**src/rtl/mem_pkg.sv**
```systemverilog
// mem_pkg: load-size encodings shared with the downstream load extractor,
// plus the read-controller state type.
package mem_pkg;

  // Load size encodings (same coding as the load extractor)
  localparam logic [1:0] LS_WORD = 2'b00;
  localparam logic [1:0] LS_BYTE = 2'b01;
  localparam logic [1:0] LS_HALF = 2'b10;
  localparam logic [1:0] LS_RSVD = 2'b11;

  typedef enum logic [1:0] {
    S_IDLE = 2'd0,
    S_REQ  = 2'd1,
    S_DONE = 2'd2,
    S_ERR  = 2'd3
  } state_e;

endpackage

```
**src/rtl/mem_align_chk.sv**
```systemverilog
// mem_align_chk: combinational alignment check and lane shift for a load.
// Byte loads are never misaligned; the reserved size is always rejected.
module mem_align_chk
  import mem_pkg::*;
(
  input  logic [1:0] i_addr_lo,
  input  logic [1:0] i_ls_size,
  output logic       o_misaligned,
  output logic [4:0] o_shift_amt
);

  // Reject loads whose address does not match their size
  always_comb begin
    o_misaligned = 1'b0;
    case (i_ls_size)
      LS_WORD: o_misaligned = |i_addr_lo;
      LS_HALF: o_misaligned = i_addr_lo[0];
      LS_BYTE: o_misaligned = 1'b0;
      default: o_misaligned = 1'b1;
    endcase
  end

  // Right-shift in bits that brings the addressed byte lane down to bit 0
  assign o_shift_amt = {i_addr_lo, 3'b000};

endmodule

```
**src/rtl/mem_read_ctrl.sv**
```systemverilog
// mem_read_ctrl: issues one word-aligned memory read per accepted start,
// lane-aligns the returned data into mdr_out and pulses done, or pulses
// misalign_err for a bad address/size.
// Optional feature: define MEM_READ_TIMEOUT_EN to add an 8-bit REQ wait
// counter that abandons the read after TIMEOUT_CYCLES cycles without
// mem_ready. Without it REQ waits indefinitely and timeout_err is tied 0.
//
//   state  | meaning
//   -------+-----------------------------------------------------------
//   IDLE   | waiting for start; only state that accepts a new load
//   REQ    | mem_req high, waiting for mem_ready (or timeout)
//   DONE   | one cycle, done=1, mdr_out holds the new load data
//   ERR    | one cycle, misalign_err=1, no memory access made
module mem_read_ctrl
  import mem_pkg::*;
#(
  parameter int TIMEOUT_CYCLES = 16
) (
  input  logic        clk,
  input  logic        reset_n,
  input  logic        start,
  input  logic [31:0] addr,
  input  logic [1:0]  ls_size,
  output logic        mem_req,
  output logic [31:0] mem_addr,
  input  logic        mem_ready,
  input  logic [31:0] mem_rdata,
  output logic [31:0] mdr_out,
  output logic        busy,
  output logic        done,
  output logic        misalign_err,
  output logic        timeout_err
);

  // Catch an out-of-range timeout at elaboration
  if (TIMEOUT_CYCLES < 2 || TIMEOUT_CYCLES > 255) begin : g_bad_timeout
    $error("mem_read_ctrl: TIMEOUT_CYCLES must be in 2..255");
  end

  state_e      r_state;
  state_e      w_next;
  logic [31:0] r_addr;
  logic [1:0]  r_size;
  logic [31:0] r_mdr;
  logic [1:0]  w_chk_addr;
  logic [1:0]  w_chk_size;
  logic        w_misaligned;
  logic [4:0]  w_shift;
  logic        w_expire;

  // Checker sees the live request in IDLE and the latched one afterwards,
  // so one instance serves both the accept decision and the REQ lane shift
  always_comb begin
    w_chk_addr = r_addr[1:0];
    w_chk_size = r_size;
    if (r_state == S_IDLE) begin
      w_chk_addr = addr[1:0];
      w_chk_size = ls_size;
    end
  end

  mem_align_chk u_align_chk (
    .i_addr_lo    (w_chk_addr),
    .i_ls_size    (w_chk_size),
    .o_misaligned (w_misaligned),
    .o_shift_amt  (w_shift)
  );

`ifdef MEM_READ_TIMEOUT_EN
  localparam logic [7:0] TO_LAST = 8'(TIMEOUT_CYCLES - 1);

  logic [7:0] r_wait_cnt;
  logic       r_timeout_err;

  // Count REQ cycles without mem_ready; zero whenever not in REQ
  always_ff @(posedge clk or negedge reset_n) begin
    if (!reset_n) begin
      r_wait_cnt <= 8'd0;
    end else if (r_state != S_REQ) begin
      r_wait_cnt <= 8'd0;
    end else if (!mem_ready) begin
      r_wait_cnt <= r_wait_cnt + 8'd1;
    end
  end

  assign w_expire = (r_wait_cnt == TO_LAST);

  // Timeout pulse lands in the IDLE cycle after the abandoned REQ
  always_ff @(posedge clk or negedge reset_n) begin
    if (!reset_n) begin
      r_timeout_err <= 1'b0;
    end else begin
      r_timeout_err <= (r_state == S_REQ) && !mem_ready && w_expire;
    end
  end

  assign timeout_err = r_timeout_err;
`else
  assign w_expire    = 1'b0;
  assign timeout_err = 1'b0;
`endif

  // State register
  always_ff @(posedge clk or negedge reset_n) begin
    if (!reset_n) begin
      r_state <= S_IDLE;
    end else begin
      r_state <= w_next;
    end
  end

  // Next-state logic; mem_ready wins over an expiring count
  always_comb begin
    w_next = r_state;
    case (r_state)
      S_IDLE: begin
        if (start) begin
          w_next = w_misaligned ? S_ERR : S_REQ;
        end
      end
      S_REQ: begin
        if (mem_ready) begin
          w_next = S_DONE;
        end else if (w_expire) begin
          w_next = S_IDLE;
        end
      end
      S_DONE:  w_next = S_IDLE;
      S_ERR:   w_next = S_IDLE;
      default: w_next = S_IDLE;
    endcase
  end

  // Latch the request when it is accepted in IDLE
  always_ff @(posedge clk or negedge reset_n) begin
    if (!reset_n) begin
      r_addr <= 32'd0;
      r_size <= LS_WORD;
    end else if (r_state == S_IDLE && start) begin
      r_addr <= addr;
      r_size <= ls_size;
    end
  end

  // Capture lane-aligned read data; held across errors and timeouts
  always_ff @(posedge clk or negedge reset_n) begin
    if (!reset_n) begin
      r_mdr <= 32'd0;
    end else if (r_state == S_REQ && mem_ready) begin
      r_mdr <= mem_rdata >> w_shift;
    end
  end

  assign mem_req      = (r_state == S_REQ);
  assign mem_addr     = (r_state == S_REQ) ? {r_addr[31:2], 2'b00} : 32'd0;
  assign mdr_out      = r_mdr;
  assign busy         = (r_state != S_IDLE);
  assign done         = (r_state == S_DONE);
  assign misalign_err = (r_state == S_ERR);

endmodule

```
**config.mk**
```make
export PLATFORM = sky130hd
export DESIGN_NAME = mem_read_ctrl
export DESIGN_NICKNAME = d
export VERILOG_FILES = /design/src/rtl/mem_pkg.sv /design/src/rtl/mem_align_chk.sv /design/src/rtl/mem_read_ctrl.sv
export SDC_FILE = /design/constraint.sdc
export NUM_CORES = 1
export LEC_CHECK = 0
export ABC_AREA = 1
export CAP_MARGIN = 10
export CORE_MARGIN = 2
export CORE_UTILIZATION = 50
export CTS_CLUSTER_SIZE = 8
export DETAILED_ROUTE_END_ITERATION = 10
export DONT_BUFFER_PORTS = 1
export PLACE_DENSITY = 0.73
export SYNTH_ARGS = -nofsm -noshare
export SYNTH_HDL_FRONTEND = slang
export SYNTH_HIERARCHICAL = 1
export SYNTH_SLANG_ARGS = --single-unit
```
**constraint.sdc**
```tcl
create_clock -name clk -period 4 [get_ports clk]
set_input_delay 0.6 -clock clk [delete_from_list [all_inputs] [get_ports clk]]
set_output_delay 0.6 -clock clk [all_outputs]
set_load 0.05 [all_outputs]
```
Word-level counts from Yosys, hierarchy flattened --
Index checks and enable logic that the tools add are counted.
Word-level totals: register bits after elaboration 68, bits of input ports 70
Operators by class: shifts and indexed selects 1, eq/ne operators 7, reduce and logical (&&, ||, !) cells 8, multiplexer cells 8
Operators by type and width (count):
- two-way mux 32 bit | 1
- >> shifter 32 x 5 -> 32 bit | 1
- two-way mux 2 bit | 5
- == test 2 bit (second input constant) | 3
- one-hot mux 2 bit (3 select lines) | 1
- == test 2 x 1 -> 1 bit (second input constant) | 2
- zero test 2 bit | 2
- OR reduction 2 bit | 2
- one-hot mux 1 bit (3 select lines) | 1
- logical AND 1 bit | 2
- != test 2 x 1 -> 1 bit (second input constant) | 1
- != test 2 bit (second input constant) | 1
- AND reduction 2 bit | 1
- nonzero test 2 bit | 1

Longest topological paths before layout --
word-level depth 7, depth in mapped cells 11

Cells and area by module --
Netlist, hierarchy kept.
By module, submodules not included:
- mem_read_ctrl | area an instance 4264.1 um^2, cells an instance 628, instances 1
- mem_align_chk | area an instance 65.1 um^2, cells an instance 12, instances 1

Worst setup path before layout --
OpenSTA, ideal clock, no wires.
path kind register to register, from register r_state[1], to register r_mdr[12] (netlist: mdr_out[12]), arrival 2.260 ns, required time 3.875 ns, stages on the path, launching flop included 10, path slack 1.615 ns, path buffers 3, clock period less this slack 2.385 ns, cells stage by stage dfrtp_1 nor2_1 clkinv_1 o21ai_0 buf_4 clkbuf_1 buf_2 nand3_1 nand3_1 nand3_1
On the way: cells in the longest elaborated chain, start to end 3
RTL lines:
- start, declared | line mem_read_ctrl.sv:40 | state_e r_state;
- start signal, assigned | line mem_read_ctrl.sv:108 | r_state <= w_next;
- zero test 2 bit | line mem_read_ctrl.sv:56 | if (r_state == S_IDLE) begin
- two-way mux 2 bit | line mem_read_ctrl.sv:56
- via w_chk_addr[0] | line mem_read_ctrl.sv:45 | logic [1:0] w_chk_addr;
- >> shifter 32 x 5 -> 32 bit | line mem_read_ctrl.sv:150 | r_mdr <= mem_rdata >> w_shift;
- end signal, assigned | line mem_read_ctrl.sv:150
- end, declared | line mem_read_ctrl.sv:44 | logic [31:0] r_mdr;
The timed path passes the listed nets, and every way through them passes these cells. A chain may end at the register's enable or synchronous reset.

Final worst setup path --
from register r_state[0], to output mem_addr[18]
On the way: cells in the longest elaborated chain, start to end 2
RTL lines:
- == test 2 x 1 -> 1 bit
- via mem_req | line mem_read_ctrl.sv:24 | output logic mem_req,
- two-way mux 32 bit | line mem_read_ctrl.sv:155 | assign mem_addr = (r_state == S_REQ) ? {r_addr[31:2], 2'b00} : 32'd0;
- end, declared | line mem_read_ctrl.sv:25 | output logic [31:0] mem_addr,
The timed path passes the listed nets, and every way through them passes these cells.

==> results.py <==
metrics = {
    "floorplan": {
        "die_width_um": 97.1,
        "initial_utilization_pct": 52.2,
        "boundaryPins": 139,
        "design.die.area_um2": 9420,
        "die_h_um": 97.1,
        "rows": 33,
        "core_um2": 8300,
    },
    "clock_tree": {
        "hold_buffers": 1,
        "cts_buffers": 9,
        "post_cts_resized": 0,
        "clk_pin_slew_ns": 0.07,
        "clk_latency_ns": 0.33,
        "tritoncts": "built",
        "cts_setup_buffers": 0,
        "cts_buffer_depth": 2,
        "cts_htree_levels": 3,
        "clock_sinks": 68,
        "cts_root_buffer": "clkbuf_8",
    },
    "place": {
        "hpwl_um": 8430,
        "portBuffers": 0,
        "gp_congestion": 0.955,
        "dp_cells": 702,
        "pre_cts_ws_ns": 0.885,
    },
    "logic_synthesis": {
        "synthArstFlopShare_pct": 100,
        "synth-edff-count": 0,
        "yosysSeqAreaShare_pct": 39.3,
        "synth_flop_cell": "dfrtp_1",
        "syn_area_um2": 4330,
        "synth_cells": 640,
        "yosysWarnings": 6,
        "syn_avg_cell_area_um2": 6.76,
        "synth.distinct_cells": 28,
        "synth-seq-cells": 68,
    },
    "final_layout": {
        "antenna_cells": 0,
        "area_growth_pct": 2.66,
        "drive_above_1_share_pct": 4.56,
        "final_cells": 719,
        "final_cell_mix": "nand3_1, nand2_1, nor2_1, dfrtp_1, inv_1",
        "fill_cells": 840,
        "num-nets-final": 679,
        "final_common_cell": "nand3_1",
    },
    "worst_setup_path": {
        "cp.required_ns": 3.40,
        "end_kind": "output pin",
        "cp-start-kind": "flop",
        "path_common_cell": "inv_1",
        "cp.arrival_ns": 2.55,
        "worstSetupPathType": "reg2out",
        "path_max_fanout": 31,
        "max_stage_delay_ns": 0.87,
        "path_cells": "inv_1 -> nor2_4 -> inv_1 -> nor2_1",
        "critPathSlowestCell": "nor2_1",
    },
    "sta": {
        "slew_viol_final": 0,
        "hold_viol": 0,
        "setup_viol": 0,
        "finClkSkew_ns": 0.00741,
        "finalCritPeriodShare_pct": 78.8,
        "fin_ws_ns": 0.850,
        "period_needed_ns": 3.15,
        "fmax_mhz": 317,
        "slew_headroom_pct": 29.3,
        "grt_setup_unrepaired": "false",
        "setup-tns-final_ns": 0,
        "worst-slew-pin-transition_ns": 1.06,
    },
    "routing": {
        "dr.pass1.iters": 7,
        "wire_per_inst_um": 15.9,
        "wl_met3_um": 957,
        "via_count": 4121,
        "viasPerCell": 5.73,
        "wl_met2_um": 5460,
        "routed_wl_um": 11400,
        "met1_length_um": 4810,
        "ant_nets": 0,
        "drt-initial-drc-count": 296,
        "drc": 0,
        "top_layer_used": "met4",
    },
    "global_routing": {
        "overflow": 0,
        "grt_max_degree": 70,
        "grt_antenna_before_repair": 0,
        "grt_pass1_vias": 3917,
        "grt_use_total_pct": 24.5,
        "grt_pass1_wl_um": 19100,
    },
    "power_and_ir_drop": {
        "p_seq_share_pct": 41.6,
        "leakage_nw": 2.26,
        "power_density_nw_per_um2": 895,
        "p_comb_share_pct": 45.1,
        "clockPowerShare_pct": 13.3,
        "power.switching_mw": 2.31,
        "cell_internal_pwr_mw": 1.67,
        "switching_share_pct": 58.1,
        "irDropWorstVdd_v": 0.000688,
    },
    "run": {
        "max-cap-violations": 0,
    },
    "outcome": {
        "status": "complete, no violations",
    },
    "hold_path": {
        "hold_path_class": "in2async",
    },
}
==> cells in the mapped netlist (3+ instances only) <==
cell type / count / area (um^2)
nor2_1: 71 / 267
nand4_1: 3 / 18.8
o21ai_1: 6 / 30.0
or2_2: 3 / 18.8
dfrtp_1: 68 / 1700
nand3_1: 187 / 936
o21ai_0: 11 / 55.1
nand2_1: 132 / 495
a21oi_1: 33 / 165
buf_2: 13 / 65.1
inv_1: 52 / 195
buf_4: 15 / 113
clkbuf_1: 18 / 67.6
o211ai_1: 7 / 52.6
==> cell type report <==
cell class,instances,area [um^2],area share [%]
Clock inverter,5,52.6,1.18
Inverter,55,206,4.65
Tap cell,105,131,2.96
Timing Repair Buffer,3,42.5,0.957
Sequential cell,68,1700,38.3
Multi-Input combinational cell,472,2180,49.0
Clock buffer,11,131,2.96
==> metal layers <==
metal,up-vias,GRT usage [%]
li1,2035,-
met1,1902,32.0
met2,167,40.2
met3,17,6.76
met4,0,6.83
met5,-,0
==> worst max-delay path: cells and delay by family (launching register included) <==
family	cells	cell delay (ns)
buffers and inverters	2	0.60
flip-flops	1	0.41
AND/OR/NAND/NOR	2	1.21
==> sequential cells by signal, summed over array words and instances, names as in the netlist <==
register,count
r_addr,32
r_state,2
r_size,2
mdr_out,32
==> path summary, 6_finish.rpt <==
check	startpoint	to	slack, ns	depth (start not counted)
setup / recovery	r_state[0]$_DFFE_PN0P_	mem_addr[18]	0.85	4
hold / removal	reset_n	r_size[1]$_DFFE_PN0P_	0.13	1
setup reg to reg	r_state[1]$_DFFE_PN0P_	mdr_out[4]$_DFFE_PN0P_	0.85	7
hold reg to reg	r_size[0]$_DFFE_PN0P_	r_size[0]$_DFFE_PN0P_	0.50	2
max in group asynchronous	reset_n	r_addr[27]$_DFFE_PN0P_	3.58	1
min in group clk	mem_ready	r_state[0]$_DFFE_PN0P_	0.38	1
==> stage by stage <==
step	hold WS (ns)	utilization, %	instance area [um^2]	total power [mW]
floorplan	0.304	-	4340	3.18
global placement	0.307	51.0	4230	3.38
detailed placement	0.307	51.0	4230	3.44
CTS	0.152	53.6	4440	3.98
global route	0.161	53.6	4440	4.24
finish	0.133	53.6	4440	3.98
==> kinds of logic (layout without fill, tap and decap cells) <==
kind of cell | after synthesis | after routing | share of synthesized area (%)
and+or+nand+nor | 400 | 400 | 41.0
other | 2 | 6 | 0.173
buffers and inverters | 104 | 74 | 10.9
AOI/OAI and AO/OA | 66 | 66 | 8.64
DFF | 68 | 68 | 39.3
==> power groups by stage <==
stage	registers [mW]	logic [mW]	clock network [mW]
2_1_floorplan	1.60	1.58	0
3_3_place_gp	1.66	1.72	0
3_5_place_dp	1.67	1.77	0
4_1_cts	1.66	1.78	0.542
5_1_grt	1.69	1.98	0.572
6_report	1.66	1.79	0.527
Note: power is estimated with default switching activity, not from simulation.
